### config.mk
export PLATFORM = sky130hd
export DESIGN_NAME = traffic_light_controller_n
export DESIGN_NICKNAME = d
export VERILOG_FILES = /design/src/rtl/light_package.sv /design/src/rtl/traffic_light_controller_n_rr_pick.sv /design/src/rtl/traffic_light_controller_n.sv
export SDC_FILE = /design/constraint.sdc
export NUM_CORES = 1
export LEC_CHECK = 0
export CORE_MARGIN = 1.5
export CORE_UTILIZATION = 45
export CTS_CLUSTER_DIAMETER = 150
export DETAILED_ROUTE_END_ITERATION = 8
export PLACE_DENSITY_LB_ADDON = 0.12
export REMOVE_ABC_BUFFERS = 1
export SLEW_MARGIN = 10
export SYNTH_ARGS = -nofsm -noshare
export SYNTH_HDL_FRONTEND = slang
export SYNTH_SLANG_ARGS = --single-unit
### constraint.sdc
create_clock -name clk -period 5.7 [get_ports clk]
set_clock_uncertainty 0.2 [all_clocks]
set_input_delay 0.855 -clock clk [delete_from_list [all_inputs] [get_ports clk]]
set_output_delay 0.855 -clock clk [all_outputs]
set_load 0.005 [all_outputs]
### src/rtl/light_package.sv
// Shared lamp colour and phase encodings for the N-approach traffic light controller.
package light_package;

  typedef enum logic [1:0] {
    C_RED    = 2'b00,
    C_YELLOW = 2'b01,
    C_GREEN  = 2'b10
  } colors;

  typedef enum logic [1:0] {
    ALLRED = 2'd0,
    GREEN  = 2'd1,
    YELLOW = 2'd2
  } tlc_phase_e;

  function automatic int imax(input int a, input int b);
    return (a > b) ? a : b;
  endfunction

endpackage

### src/rtl/traffic_light_controller_n_rr_pick.sv
// Combinational round-robin picker: first requester after 'last', wrapping, 'last' itself checked last.
module tlc_rr_pick #(
  parameter int N_DIR = 3,
  parameter int DW    = (N_DIR > 1) ? $clog2(N_DIR) : 1
) (
  input  logic [N_DIR-1:0] req,
  input  logic [DW-1:0]    last,
  output logic             valid,
  output logic [DW-1:0]    grant
);

  always_comb begin
    valid = 1'b0;
    grant = '0;
    for (int i = 1; i <= N_DIR; i++) begin
      if (!valid && req[(int'(last) + i) % N_DIR]) begin
        valid = 1'b1;
        grant = DW'((int'(last) + i) % N_DIR);
      end
    end
  end

endmodule

### src/rtl/traffic_light_controller_n.sv
// N-approach traffic light controller: one green at a time, gap/max-green timing, round-robin service.
// Optional emergency preemption is compiled in with `define TLC_PREEMPT_EN.
module traffic_light_controller_n
  import light_package::*;
#(
  parameter int N_DIR   = 3,
  parameter int GAP_CYC = 5,
  parameter int MAX_CYC = 10,
  parameter int YEL_CYC = 2,
  parameter int RED_CYC = 1,
  localparam int DW = (N_DIR > 1) ? $clog2(N_DIR) : 1,
  localparam int CW = $clog2(imax(imax(GAP_CYC, MAX_CYC), imax(YEL_CYC, RED_CYC)) + 1)
) (
  input  logic                   clk,
  input  logic                   reset_n,
  input  logic [N_DIR-1:0]       sensor,
  output logic [N_DIR-1:0][1:0]  light,
  output tlc_phase_e             phase,
  output logic [DW-1:0]          active_dir
`ifdef TLC_PREEMPT_EN
  ,
  input  logic                   preempt,
  input  logic [DW-1:0]          preempt_dir
`endif
);

  localparam logic [CW-1:0] ONE      = CW'(1);
  localparam logic [CW-1:0] GAP_LAST = CW'(GAP_CYC - 1);
  localparam logic [CW-1:0] MAX_LAST = CW'(MAX_CYC - 1);
  localparam logic [CW-1:0] YEL_LAST = CW'(YEL_CYC - 1);
  localparam logic [CW-1:0] RED_LAST = CW'(RED_CYC - 1);
  localparam logic [DW-1:0] DIR_LAST = DW'(N_DIR - 1);

  tlc_phase_e       phase_d;
  logic [DW-1:0]    dir_d;
  logic [CW-1:0]    phase_ctr, phase_ctr_d;
  logic [CW-1:0]    gap_ctr, gap_ctr_d;
  logic [CW-1:0]    max_ctr, max_ctr_d;
  logic [N_DIR-1:0] own_mask;
  logic             gap_inc, max_inc;
  logic             rr_valid;
  logic [DW-1:0]    rr_grant;
  logic             pre_valid;
  logic [DW-1:0]    pre_dir;

`ifdef TLC_PREEMPT_EN
  // Out-of-range preempt_dir is treated as no request at all.
  assign pre_valid = preempt && (int'(preempt_dir) < N_DIR);
  assign pre_dir   = preempt_dir;
`else
  assign pre_valid = 1'b0;
  assign pre_dir   = '0;
`endif

  tlc_rr_pick #(.N_DIR(N_DIR), .DW(DW)) u_rr_pick (
    .req   (sensor),
    .last  (active_dir),
    .valid (rr_valid),
    .grant (rr_grant)
  );

  assign own_mask = N_DIR'(1) << active_dir;
  // Gap timer latches on once own traffic first drops; max timer once any conflict is seen.
  assign gap_inc  = !sensor[active_dir] || (gap_ctr != '0);
  assign max_inc  = (|(sensor & ~own_mask)) || (max_ctr != '0);

  always_ff @(posedge clk or negedge reset_n) begin
    if (!reset_n) begin
      phase      <= ALLRED;
      active_dir <= DIR_LAST;
      phase_ctr  <= '0;
      gap_ctr    <= '0;
      max_ctr    <= '0;
    end else begin
      phase      <= phase_d;
      active_dir <= dir_d;
      phase_ctr  <= phase_ctr_d;
      gap_ctr    <= gap_ctr_d;
      max_ctr    <= max_ctr_d;
    end
  end

  always_comb begin
    phase_d     = phase;
    dir_d       = active_dir;
    phase_ctr_d = phase_ctr;
    gap_ctr_d   = gap_ctr;
    max_ctr_d   = max_ctr;
    case (phase)
      ALLRED: begin
        gap_ctr_d = '0;
        max_ctr_d = '0;
        if (phase_ctr < RED_LAST) begin
          phase_ctr_d = phase_ctr + ONE;
        end else if (pre_valid) begin
          phase_d     = GREEN;
          dir_d       = pre_dir;
          phase_ctr_d = '0;
        end else if (rr_valid) begin
          phase_d     = GREEN;
          dir_d       = rr_grant;
          phase_ctr_d = '0;
        end
      end
      GREEN: begin
        phase_ctr_d = '0;
        if (pre_valid && (pre_dir != active_dir)) begin
          phase_d   = YELLOW;
          gap_ctr_d = '0;
          max_ctr_d = '0;
        end else if (pre_valid) begin
          gap_ctr_d = '0;
          max_ctr_d = '0;
        end else if ((gap_inc && gap_ctr == GAP_LAST) || (max_inc && max_ctr == MAX_LAST)) begin
          phase_d   = YELLOW;
          gap_ctr_d = '0;
          max_ctr_d = '0;
        end else begin
          if (gap_inc) gap_ctr_d = gap_ctr + ONE;
          if (max_inc) max_ctr_d = max_ctr + ONE;
        end
      end
      YELLOW: begin
        gap_ctr_d = '0;
        max_ctr_d = '0;
        if (phase_ctr >= YEL_LAST) begin
          phase_d     = ALLRED;
          phase_ctr_d = '0;
        end else begin
          phase_ctr_d = phase_ctr + ONE;
        end
      end
      default: begin
        phase_d     = ALLRED;
        phase_ctr_d = '0;
        gap_ctr_d   = '0;
        max_ctr_d   = '0;
      end
    endcase
  end

  for (genvar d = 0; d < N_DIR; d++) begin : g_lamp
    assign light[d] = (active_dir != DW'(d)) ? C_RED    :
                      (phase == GREEN)       ? C_GREEN  :
                      (phase == YELLOW)      ? C_YELLOW : C_RED;
  end

endmodule
==> results.md <==
* Cells after synthesis at ~120
* Setup Buffers After CTS at 0
* Most frequent cells in the layout: 15 x dfrtp_1, 14 x clkdlybuf4s50_1, 13 x ha_1
* Setup violators final at 0
* Antenna violations before repair at 0
* Reg-to-Reg Start: active_dir[1]
* Die Span Y at around 54 um
* Storage element area at around 400 sq um
* CP delay by family, top: flip-flops
* Hold EP: phase_ctr[3]
* Unrepaired setup endpoints after global routing: no
* Number of synthesized register bits at 16
* CTS root buf: clkbuf_4
* Input/output buffers at 14
* Worst-Margin Slew at slightly above 0.7 ns
* Top FF cell, synth: dfrtp_1
* Vias in the first global route at between 900 and 1000
* Diode count at 0
* CP Cell Sequence: inv_1 > ha_1 > and2_1 > clkdlybuf4s50_1
* Library cells used by synthesis at 39
* Endpoints failing hold at 0
* FF-to-FF path depth at 6
* Status: complete, no violations
* Detailed placement HPWL at between 1.5 and 2 mm
* Power density cells at 484 nW/um^2
* Pin count of the biggest net entering global routing at 17
* Clk sinks at 16
* VDD IR-drop max at 0.299 mV
* Period minus WS final at around 2.9 ns
* RD Place Congestion at around 0.84
* Fin. max-slew vios at 0
* Yosys warnings at 0
* Remaining DRCs at 0
* Slew margin rel. at 52.9%
* Max Cap Viol at 0
* Multi-input gate area at just over 700 sq um
* # hold bufs at CTS at 0
* FMAX at about 0.34 GHz
* Fill count at between 200 and 250
* Startpoint Class: flop
* Crit. End Element: output pin
* Post-synthesis average cell area at 9.52 sq um
* Ys async rst share at 100%
* HP Class: reg2reg
* I/O Pins at 15
* H-tree Lvls at 1
* Final WL at 2.35 mm
* CP bufs+invs at 2
* Number of synthesized flops with an enable pin at 0
* Nets at 158
* Final setup TNS at 0 ns
* Row Count at 18
* Via density at ~5.7
* Clock Pin Slew Worst Setup and Hold Paths at around 0.1 ns
* Syn Std Cell Area at around 1200 sq um
* Layout area overhead at 17.7%
* Post-synthesis sequential area ratio at approximately a third
* Data required, critical path at around 4.6 ns
* Die area at 2870 sq um
* DRT Pass-1 Iters at 4
* Fraction of layout cells with a size suffix above 1 at approximately a tenth
* Fin crit share at approximately 51%
* Worst path max stage delay at a little over 0.6 ns
* Commonest non-fill, non-tap cell in the layout: dfrtp_1
* Hold WS at about 0.32 ns
* CP arrival at between 1.5 and 2 ns
* Core area at ~2500 sq um
* Clk buf depth at 2
* Horiz. Die Dim at 53.6 um
* CTS resizes at 0
* Drt initial violations at 8
* CTS tree: done
* Gr ovfl total at 0
* Global-route wire length before repair at about 4.1 mm
* Total CTS buffers at 3
* RR Endpoint: phase_ctr[1]
* Leak at 0.606 nW
* Routed via count at around 960
* Worst hold start: phase_ctr[3]
* GRT Total Usage at 19.7%
* Setup CP Type: reg2out
* Worst-Skew Late Latency at roughly 0.28 ns
* Final ANT Viol Nets at 0
* Crit-path slowest cell: dfstp_2
* Hold path cells at 1
* Crit path max fanout at 8
* Starting Density at between 40% and 50%
* Routed len/inst at between 10 and 15 um
* Worst R2R Setup Slack at ~3.4 ns
synthesized netlist by cell type (all sizes together), types with 2 or more instances:
| cell | number | area (sq um) |
|---|---|---|
| o221ai | 3 | 26.3 |
| a21oi | 6 | 30.0 |
| o21ai | 3 | 15.0 |
| nor3b | 2 | 15.0 |
| a32o | 2 | 22.5 |
| ha | 13 | 163 |
| nand3b | 3 | 22.5 |
| o211ai | 2 | 15.0 |
| o21ba | 2 | 20.0 |
| and2 | 7 | 43.8 |
| nor2 | 7 | 26.3 |
| nor2b | 4 | 25.0 |
| inv | 12 | 45.0 |
| nor4 | 2 | 12.5 |
| and3 | 2 | 17.5 |
| nand2b | 6 | 37.5 |
| nand4 | 2 | 12.5 |
| dfrtp | 15 | 375 |
| a21boi | 2 | 15.0 |
| nor3 | 3 | 15.0 |
| nand2 | 4 | 15.0 |
| mux2i | 2 | 20.0 |
| nand3 | 2 | 10.0 |
| o22a | 2 | 17.5 |
where the power goes:
part / switching [mW] / internal, mW / leakage (nW) / total, mW
logic: 0.210 / 0.196 / 0.379 / 0.405
registers: 0.0423 / 0.149 / 0.212 / 0.191
clock network: 0.0334 / 0.0271 / 0.0150 / 0.0605
total: 0.285 / 0.371 / 0.606 / 0.657
metal layers:
layer / vias to the layer above / wire length [um] / track usage (%)
li1: 470 / - / -
met1: 468 / 1150 / 26.1
met2: 17 / 1130 / 32.5
met3: 2 / 57 / 3.33
met4: 0 / 19 / 6.41
met5: - / 0 / 0
registers in the layout (all words and copies together) (netlist names):
register    flops
max_ctr         4
gap_ctr         4
phase           2
active_dir      2
phase_ctr       4
final cells by class:
| type | instances | area share [%] |
|---|---|---|
| tap | 30 | 2.77 |
| inverter | 12 | 3.32 |
| sequential | 16 | 29.6 |
| timing repair buffer | 14 | 10.3 |
| multi-input combinational | 93 | 52.0 |
| clock buffer | 4 | 1.94 |
kinds of logic (layout without fill, tap and decap cells):
family / count (synthesis) / in the layout / share of synthesized area (%)
AOI/OAI and AO/OA: 28 / 28 / 18.7
xor gates and xnor gates: 2 / 2 / 1.52
adders and majority gates: 13 / 13 / 14.1
buffers and inverters: 12 / 30 / 3.91
DFF: 16 / 16 / 34.9
muxes: 3 / 3 / 3.04
and+or+nand+nor: 47 / 47 / 23.9
stage by stage:
stage	std cells	total power, mW	util [%]	cell area [sq um]	setup slack (ns)
floorplan	121	0.466	-	1150	3.56
global placement	165	0.586	54.2	1330	3.01
finish	169	0.657	55.2	1360	2.79
detailed placement	165	0.596	54.2	1330	2.98
global route	169	0.723	55.2	1360	2.71
CTS	169	0.661	55.2	1360	2.77
how the worst max path moves through the flow:
stage / startpoint / end / slack [ns] / cells past startpoint
floorplan: active_dir[1] / phase_ctr[1] / 3.56 / 6
global placement: sensor[1] / phase_ctr[1] / 3.01 / 5
detailed placement: sensor[1] / phase_ctr[1] / 2.98 / 5
CTS: active_dir[1] / light[2] / 2.77 / 4
global route: active_dir[1] / light[2] / 2.71 / 4
finish: active_dir[1] / light[2] / 2.79 / 4
Note: power is estimated with default switching activity, not from simulation.
